--- src/rtl/unified_mem_arbiter_if.sv ---
// unified_mem_arbiter_if: fetch port, data port and memory macro bus of the unified memory arbiter.
interface unified_mem_arbiter_if #(
  parameter int ADDR_W = 8,
  parameter int DATA_W = 32
);
  logic              if_req_i;
  logic [ADDR_W-1:0] if_addr_i;
  logic              if_gnt_o;
  logic              if_rvalid_o;
  logic [DATA_W-1:0] if_rdata_o;
  logic              d_req_i;
  logic              d_we_i;
  logic [ADDR_W-1:0] d_addr_i;
  logic [DATA_W-1:0] d_wdata_i;
  logic              d_gnt_o;
  logic              d_rvalid_o;
  logic [DATA_W-1:0] d_rdata_o;
  logic              mem_en_o;
  logic              mem_we_o;
  logic [ADDR_W-1:0] mem_addr_o;
  logic [DATA_W-1:0] mem_wdata_o;
  logic [DATA_W-1:0] mem_rdata_i;
  modport slave (
    input  if_req_i, if_addr_i, d_req_i, d_we_i, d_addr_i, d_wdata_i, mem_rdata_i,
    output if_gnt_o, if_rvalid_o, if_rdata_o, d_gnt_o, d_rvalid_o, d_rdata_o,
           mem_en_o, mem_we_o, mem_addr_o, mem_wdata_o
  );
  modport master (
    output if_req_i, if_addr_i, d_req_i, d_we_i, d_addr_i, d_wdata_i, mem_rdata_i,
    input  if_gnt_o, if_rvalid_o, if_rdata_o, d_gnt_o, d_rvalid_o, d_rdata_o,
           mem_en_o, mem_we_o, mem_addr_o, mem_wdata_o
  );
endinterface

--- src/rtl/unified_mem_arbiter.sv ---
// unified_mem_arbiter: data-priority arbiter for a single-ported memory with fetch anti-starvation and response routing.
module unified_mem_arbiter #(
  parameter int ADDR_W       = 8,
  parameter int DATA_W       = 32,
  parameter int STARVE_LIMIT = 2
) (
  input logic                  clk,
  input logic                  rst,
  unified_mem_arbiter_if.slave bus
);
  typedef enum logic [1:0] {NONE, RESP_IF, RESP_D} owner_t;
  owner_t            state, state_n;
  logic [2:0]        cnt, cnt_n;
  logic              if_gnt, d_gnt, if_resp, d_resp;
  logic [ADDR_W-1:0] addr_sel;
  always_comb begin
    if_gnt   = !rst && bus.if_req_i && (!bus.d_req_i || cnt == 3'(STARVE_LIMIT));
    d_gnt    = !rst && bus.d_req_i && !if_gnt;
    // only a contended cycle that fetch loses extends the streak
    cnt_n    = (bus.if_req_i && d_gnt) ? cnt + 3'd1 : 3'd0;
    state_n  = if_gnt ? RESP_IF : (d_gnt && !bus.d_we_i) ? RESP_D : NONE;
    addr_sel = d_gnt ? bus.d_addr_i : bus.if_addr_i;
    // a response still in flight when reset arrives is suppressed
    if_resp  = !rst && state == RESP_IF;
    d_resp   = !rst && state == RESP_D;
    bus.if_gnt_o    = if_gnt;
    bus.d_gnt_o     = d_gnt;
    bus.mem_en_o    = if_gnt || d_gnt;
    bus.mem_we_o    = d_gnt && bus.d_we_i;
    bus.mem_addr_o  = addr_sel;
    bus.mem_wdata_o = d_gnt ? bus.d_wdata_i : {DATA_W{1'b0}};
    bus.if_rvalid_o = if_resp;
    bus.if_rdata_o  = if_resp ? bus.mem_rdata_i : {DATA_W{1'b0}};
    bus.d_rvalid_o  = d_resp;
    bus.d_rdata_o   = d_resp ? bus.mem_rdata_i : {DATA_W{1'b0}};
  end
  always_ff @(posedge clk) begin
    if (rst) begin
      state <= NONE;
      cnt   <= 3'd0;
    end else begin
      state <= state_n;
      cnt   <= cnt_n;
    end
  end
endmodule

--- src/flat_wrapper.sv ---
// flat-port wrapper written by rule: the top's interface ports become plain ports
module unified_mem_arbiter_flat 
#(
  parameter int ADDR_W       = 8,
  parameter int DATA_W       = 32,
  parameter int STARVE_LIMIT = 2
)
  (clk, rst, bus_if_req_i, bus_if_addr_i, bus_d_req_i, bus_d_we_i, bus_d_addr_i, bus_d_wdata_i, bus_mem_rdata_i, bus_if_gnt_o, bus_if_rvalid_o, bus_if_rdata_o, bus_d_gnt_o, bus_d_rvalid_o, bus_d_rdata_o, bus_mem_en_o, bus_mem_we_o, bus_mem_addr_o, bus_mem_wdata_o);
  unified_mem_arbiter_if #(.ADDR_W(ADDR_W), .DATA_W(DATA_W)) bus_i ();
  input logic clk;
  input logic rst;
  input wire logic [$bits(bus_i.if_req_i)-1:0] bus_if_req_i;
  input wire logic [$bits(bus_i.if_addr_i)-1:0] bus_if_addr_i;
  input wire logic [$bits(bus_i.d_req_i)-1:0] bus_d_req_i;
  input wire logic [$bits(bus_i.d_we_i)-1:0] bus_d_we_i;
  input wire logic [$bits(bus_i.d_addr_i)-1:0] bus_d_addr_i;
  input wire logic [$bits(bus_i.d_wdata_i)-1:0] bus_d_wdata_i;
  input wire logic [$bits(bus_i.mem_rdata_i)-1:0] bus_mem_rdata_i;
  output wire logic [$bits(bus_i.if_gnt_o)-1:0] bus_if_gnt_o;
  output wire logic [$bits(bus_i.if_rvalid_o)-1:0] bus_if_rvalid_o;
  output wire logic [$bits(bus_i.if_rdata_o)-1:0] bus_if_rdata_o;
  output wire logic [$bits(bus_i.d_gnt_o)-1:0] bus_d_gnt_o;
  output wire logic [$bits(bus_i.d_rvalid_o)-1:0] bus_d_rvalid_o;
  output wire logic [$bits(bus_i.d_rdata_o)-1:0] bus_d_rdata_o;
  output wire logic [$bits(bus_i.mem_en_o)-1:0] bus_mem_en_o;
  output wire logic [$bits(bus_i.mem_we_o)-1:0] bus_mem_we_o;
  output wire logic [$bits(bus_i.mem_addr_o)-1:0] bus_mem_addr_o;
  output wire logic [$bits(bus_i.mem_wdata_o)-1:0] bus_mem_wdata_o;
  assign bus_i.if_req_i = bus_if_req_i;
  assign bus_i.if_addr_i = bus_if_addr_i;
  assign bus_i.d_req_i = bus_d_req_i;
  assign bus_i.d_we_i = bus_d_we_i;
  assign bus_i.d_addr_i = bus_d_addr_i;
  assign bus_i.d_wdata_i = bus_d_wdata_i;
  assign bus_i.mem_rdata_i = bus_mem_rdata_i;
  assign bus_if_gnt_o = bus_i.if_gnt_o;
  assign bus_if_rvalid_o = bus_i.if_rvalid_o;
  assign bus_if_rdata_o = bus_i.if_rdata_o;
  assign bus_d_gnt_o = bus_i.d_gnt_o;
  assign bus_d_rvalid_o = bus_i.d_rvalid_o;
  assign bus_d_rdata_o = bus_i.d_rdata_o;
  assign bus_mem_en_o = bus_i.mem_en_o;
  assign bus_mem_we_o = bus_i.mem_we_o;
  assign bus_mem_addr_o = bus_i.mem_addr_o;
  assign bus_mem_wdata_o = bus_i.mem_wdata_o;
  unified_mem_arbiter #(.ADDR_W(ADDR_W), .DATA_W(DATA_W), .STARVE_LIMIT(STARVE_LIMIT)) u_core (.clk(clk), .rst(rst), .bus(bus_i));
endmodule
--- config.mk ---
export PLATFORM = sky130hd
export DESIGN_NAME = unified_mem_arbiter_flat
export DESIGN_NICKNAME = d
export VERILOG_FILES = /design/src/rtl/unified_mem_arbiter_if.sv /design/src/rtl/unified_mem_arbiter.sv /design/src/flat_wrapper.sv
export SDC_FILE = /design/constraint.sdc
export NUM_CORES = 1
export LEC_CHECK = 0
export CORE_AREA = 10 10 68 70
export CTS_CLUSTER_DIAMETER = 150
export DETAILED_ROUTE_END_ITERATION = 16
export DIE_AREA = 0 0 78 80
export DONT_BUFFER_PORTS = 1
export PLACE_DENSITY = 0.44
export SLEW_MARGIN = 20
export SYNTH_ARGS = -nofsm -noshare
export SYNTH_HDL_FRONTEND = slang
export SYNTH_SLANG_ARGS = --single-unit
--- constraint.sdc ---
create_clock -name clk -period 4.65 [get_ports clk]
set_clock_uncertainty 0.15 [all_clocks]
set_input_delay 0.2325 -clock clk [delete_from_list [all_inputs] [get_ports clk]]
set_output_delay 0.2325 -clock clk [all_outputs]
set_load 0.01 [all_outputs]
==> flow_summary.yaml, run 1 <==
run_status:
  status: "completed"
setup_path:
  cp_top_family: "compound AO/OA/AOI/OAI gates"
  start_kind: "register"
  crit_required_ns: 4.27
  worst-path-buf-inv: 1
  cp_cell_sequence: "inv_1 -> ha_1 -> nand2b_1 -> o21a_2 -> mux2_2"
  max_stage_delay_ns: 0.57
  endpoint_kind: "primary output"
  cp_max_fo: 43
  cp.arrival_ns: 1.99
  crit_type: "reg2out"
  slowest_stage: "o21a_2"
logic_synthesis:
  ys_types: 18
  synth.avg_cell_area_um2: 7.12
  synth_seq_area_share_pct: 9.98
  yosys_warnings: 0
  synthCells: 141
  ys_ff_latch: 5
  synth_top_area_share_pct: 60.5
  syn_nets: 228
  synth_top_area_cell: "and2_1"
  synth.area.top_cells: "and2_1 (60%), dfxtp_1 (10%), mux2_4 (7.5%)"
  synthesis.area_mm2: 0.00100
clock_tree:
  clock_sinks: 5
  cts-resized-gates: 0
  cts_root_buffer: "clkbuf_4"
  cts_tree: "built"
  numCtsBuffers: 3
  postCtsSetupBuffers: 0
  clkLatencyLatePin_ns: 0.25
  h-tree-depth: 1
  postCtsHoldBufs: 4
  clk_path_buf_depth: 2
  clk_pin_slew_worst_paths_ns: 0.05
sta:
  holdWs_ns: 0.0295
  maxSlewHeadroom_pct: 56.5
  fin_ws_ns: 2.28
  fin_setup_tns_ns: 0
  fin_crit_ns: 2.37
  slew_viol_final: 0
  period_share_pct: 51.0
  rsz0062_at_grt: "no"
  max_freq_ghz: 0.422
  worst_pin_slew_ns: 0.652
  hold_viol: 0
  setup_viol: 0
routing:
  vias: 974
  ant_nets: 0
  viasPerCell: 5.21
  wirelength_mm: 4.84
  wl_per_cell_um: 25.9
  drc: 0
  drtIter0Drc: 27
  dr.pass1.iters: 4
finish:
  multiInputGateArea_um2: 850
  fin_cells: 187
  antenna_cells: 0
  area_growth_pct: 9.23
  layout_common_cells: "and2_1 (97), nor2_1 (6), mux2_4 (5), dfxtp_1 (5), dlygate4sd3_1 (4)"
  fillers: 335
  drive_above_1_share_pct: 11.3
  fin_area_mm2: 0.00110
  seqCellArea_um2: 100
  final_core_util_pct: 33.4
  final_common_cell: "and2_1"
  fin_nets: 229
floorplan:
  die-area_mm2: 0.00624
  core-area_mm2: 0.00328
  die_width_um: 78
  start_util_pct: 30.6
  fp.dieH_um: 80
  fp-row-count: 21
  io_pins: 195
pwr:
  leakagePower_nw: 0.472
  pwr_density_cell_mw_per_mm2: 142
  p_total_mw: 0.156
  ir_drop_mv: 0.0777
global_route:
  grt-ovfl-total: 0
  grt_max_degree: 44
  grt_pass1_vias: 1079
  grt_pass1_wl_mm: 6.62
  antenna_found_initial: 0
  grtUsageTotal_pct: 12.9
job:
  drv_cap: 0
placement:
  port_buffers: 0
  place_ws_ns: 2.52
  dp_cells: 179
  place_area_mm2: 0.00103
  place.gp.congestion: 0.746
min_path:
  hp-class: "in2reg"
final cells by class:
type                       instances  share of cell area (%)
clock buffer                       4                    2.40
inverter                           2                   0.685
multi-input combinational        124                    77.5
sequential                         5                    9.13
tap                               46                    5.25
timing repair buffer               6                    5.02
registers in the layout, indices dropped and copies added (netlist names):
| name | cells |
|---|---|
| u_core.cnt | 3 |
| u_core.state | 2 |
kinds of logic (layout without fill, tap and decap cells):
group           after synthesis  after routing  synth area share (%)
flops                         5              5                  9.98
buf+inv                      12             12                  5.36
fa+ha+maj                     2              2                  2.49
simple gates                110            110                  68.0
mux                           9              9                  11.8
compound gates                3              3                  2.37
synthesized netlist by cell type:
cell type and n:
a211oi_1 2, and2_1 97, buf_2 1, buf_6 1
clkbuf_1 8, dfxtp_1 5, ha_1 2, inv_1 2
mux2_2 3, mux2_4 5, mux2i_1 1, nand2_1 1
nand2b_1 1, nand3_1 1, nor2_1 6, nor2b_1 2
nor3b_2 2, o21a_2 1
worst paths after layout:
kind                 startpoint                end  slack, ns  depth (start not counted)
setup reg to reg  u_core.cnt[0]    u_core.state[1]       2.89                          5
setup / recovery  u_core.cnt[0]  bus_mem_addr_o[6]       2.28                          5
hold / removal              rst      u_core.cnt[2]       0.03                          3
hold reg to reg   u_core.cnt[0]      u_core.cnt[0]       0.30                          1
power breakdown:
part | switching, mW | internal [mW]
Combinational | 0.0357 | 0.0227
Clock | 0.0200 | 0.0326
Sequential | 0.000699 | 0.0442
per-layer routing:
layer  track usage (%)  wire, µm  vias up
li1                  -         -      429
met1              11.2      1500      425
met2              23.1      2430      116
met3              9.23       878        4
met4              3.76        29        0
met5                 0         0        -
worst min-delay path: stages:
cell and delay (ns):
nor2b_1 0.04, nand2_1 0.06, nor2_1 0.04
Power figures use the tool's default switching activity.
==> run 2: changes to the inputs <==
--- a/config.mk
+++ b/config.mk
@@ -5,12 +5,13 @@
 export SDC_FILE = /design/constraint.sdc
 export NUM_CORES = 1
 export LEC_CHECK = 0
+export ABC_AREA = 1
 export CORE_AREA = 10 10 68 70
 export CTS_CLUSTER_DIAMETER = 150
 export DETAILED_ROUTE_END_ITERATION = 16
 export DIE_AREA = 0 0 78 80
 export DONT_BUFFER_PORTS = 1
-export PLACE_DENSITY = 0.44
+export PLACE_DENSITY = 0.46
 export SLEW_MARGIN = 20
 export SYNTH_ARGS = -nofsm -noshare
 export SYNTH_HDL_FRONTEND = slang
==> constraint.sdc (replaced) <==
create_clock -name clk -period 2.3 [get_ports clk]
set_clock_uncertainty 0.15 [all_clocks]
set_input_delay 0.115 -clock clk [delete_from_list [all_inputs] [get_ports clk]]
set_output_delay 0.115 -clock clk [all_outputs]
set_load 0.01 [all_outputs]
==> run 2 against run 1 <==
Against the previous run:
- first-iteration DRC count grew 74%
- sequential cell count is the same
- core utilization up 0.38 points
- synthesized cell count increased by 64%
- final area is 1.1% higher
- largest cell class unchanged
==> flow_summary.yaml, run 2 <==
finish:
  final_common_cell: "nor2_1"
  largest_register: "u_core.cnt"
  fin_nets: 317
  layout_common_cells: "nor2_1 (92), inv_1 (74), nand2_1 (21)"
  area_growth_pct: 4.36
  drive_above_1_share_pct: 8.73
  largest_register_ffs: 3
  top_regs: "u_core.cnt: 3 flops, u_core.state: 2 flops"
  antenna_cells: 0
  fin_cells: 275
  fin_area_mm2: 0.00111
logic_synthesis:
  synth.avg_cell_area_um2: 4.60
  synth_edf_count: 0
  synthCells: 231
  synth_seq_area_share_pct: 9.42
  synthesis.area_mm2: 0.00106
  synthFlopType: "dfxtp_1"
  yosys-top-cells-count: "nor2_1 (92), inv_1 (74), nand2_1 (21), nor2_2 (11), nand3_1 (10)"
  synth_top_area_cell: "nor2_1"
  yosys_warnings: 0
  synth.area.top_cells: "nor2_1 (33%), inv_1 (26%), dfxtp_1 (9.4%)"
  syn_nets: 318
  ys_types: 14
  async_flop_share_pct: 0
  yosysMostFrequentCell: "nor2_1"
  ys_ff_latch: 5
  synth_top_area_share_pct: 32.5
placement:
  place_ws_ns: 0.476
  dp_cells: 268
  place.gp.congestion: 0.893
  port_buffers: 0
  hpwl_mm: 4.44
  place_area_mm2: 0.00105
clock_tree:
  clkLatencyLatePin_ns: 0.24
  cts_tree: "built"
  numCtsBuffers: 3
  postCtsSetupBuffers: 0
  clk_path_buf_depth: 2
  clock_sinks: 5
  clk_pin_slew_worst_paths_ns: 0.05
  h-tree-depth: 1
  cts-resized-gates: 0
  postCtsHoldBufs: 3
  cts_root_buffer: "clkbuf_4"
setup_path:
  cp.arrival_ns: 1.81
  cp_top_family: "simple AND/OR/NAND/NOR gates"
  max_stage_delay_ns: 0.35
  endpoint_kind: "primary output"
  cp_cell_sequence: "inv_1 -> ha_1 -> nand2_1 -> nand2_1 -> nand2_2 -> nand2_4 -> nor2_1"
  start_kind: "register"
  rrSetupSlack_ns: 0.65
  cp_max_fo: 43
  crit_top_cell: "nand2_1"
  crit_type: "reg2out"
  crit_required_ns: 2.04
  worst-path-buf-inv: 1
  slowest_stage: "dfxtp_1"
run_status:
  status: "completed"
sta:
  setup_viol: 0
  period_share_pct: 90.3
  worst_pin_slew_ns: 0.456
  rsz0062_at_grt: "no"
  max_freq_ghz: 0.481
  slew_viol_final: 0
  hold_viol: 0
  maxSlewHeadroom_pct: 69.6
  fin_crit_ns: 2.08
  fin_setup_tns_ns: 0
  fin_ws_ns: 0.222
pwr:
  ir_drop_mv: 0.196
  p_total_mw: 0.339
  leakagePower_nw: 0.818
  pwr_density_cell_mw_per_mm2: 306
min_path:
  hp-class: "in2reg"
routing:
  drtIter0Drc: 47
  viasPerCell: 4.48
  ant_nets: 0
  drc: 0
  dr.pass1.iters: 4
  wl_per_cell_um: 17.9
  vias: 1232
  wirelength_mm: 4.92
floorplan:
  die-area_mm2: 0.00624
  io_pins: 195
  start_util_pct: 32.3
  fp-row-count: 21
  die_width_um: 78
  core-area_mm2: 0.00328
  fp.dieH_um: 80
job:
  drv_cap: 0
global_route:
  grt_pass1_wl_mm: 6.68
  grtUsageTotal_pct: 12.9
  grt-ovfl-total: 0
  grt_pass1_vias: 1224
  antenna_found_initial: 0
  grt_max_degree: 44
[run 2: cell types whose count changed after synthesis, moves of 8 or more]
cell,change
and2_1,-97
nor2_1,+86
inv_1,+72
nand2_1,+20
nor2_2,+11
nand3_1,+9
clkbuf_1,-8
[run 2: cell type report]
cell class | instances | area [µm²]
Inverter | 76 | 285
Clock buffer | 4 | 26.3
Timing Repair Buffer | 5 | 45.0
Multi-Input combinational cell | 139 | 594
Fill cell | 377 | 2180
Sequential cell | 5 | 100
Tap cell | 46 | 57.6
[run 2: worst register-to-register path: cells and delay by family (launching register included)]
family / cells / cell delay, ns
DFF: 1 / 0.35
and+or+nand+nor: 3 / 0.25
buffers and inverters: 2 / 0.65
adders and majority gates: 1 / 0.18
[run 2: path summary, 6_finish.rpt]
| kind | from | endpoint | cells past startpoint |
|---|---|---|---|
| max | u_core.cnt[0] | bus_mem_wdata_o[6] | 7 |
| min | bus_d_req_i | u_core.state[0] | 3 |
| max reg2reg | u_core.cnt[0] | u_core.cnt[1] | 6 |
| min reg2reg | u_core.cnt[0] | u_core.cnt[0] | 1 |
[run 2: stage by stage]
stage,util [%],hold WS (ns)
CTS,33.8,0.0406
floorplan,-,0.0374
global route,33.8,0.0617
detailed placement,32.0,0.0395
finish,33.8,0.0463
global placement,32.0,0.0498
[run 2: where the power goes]
part / leakage, nW / internal (mW) / total [mW] / switching, mW
clock: 0.0150 / 0.0659 / 0.107 / 0.0406
combinational: 0.762 / 0.0338 / 0.142 / 0.108
sequential: 0.0407 / 0.0893 / 0.0905 / 0.00126
total: 0.818 / 0.189 / 0.339 / 0.150
[run 2: per-layer routing]
layer	global-route usage (%)	routed length (µm)	vias to the layer above
li1	-	-	612
met1	11.9	1680	499
met2	23.5	2530	119
met3	7.55	686	2
met4	4.30	27	0
met5	0	0	-
[run 2: logic make-up (layout without fill, tap and decap cells)]
group	count (synthesis)	count (layout)	share of synthesized area, %
xor gates and xnor gates	1	1	0.825
adders and majority gates	2	2	2.36
buffers and inverters	87	85	34.6
DFF	5	5	9.42
and+or+nand+nor	136	136	52.8
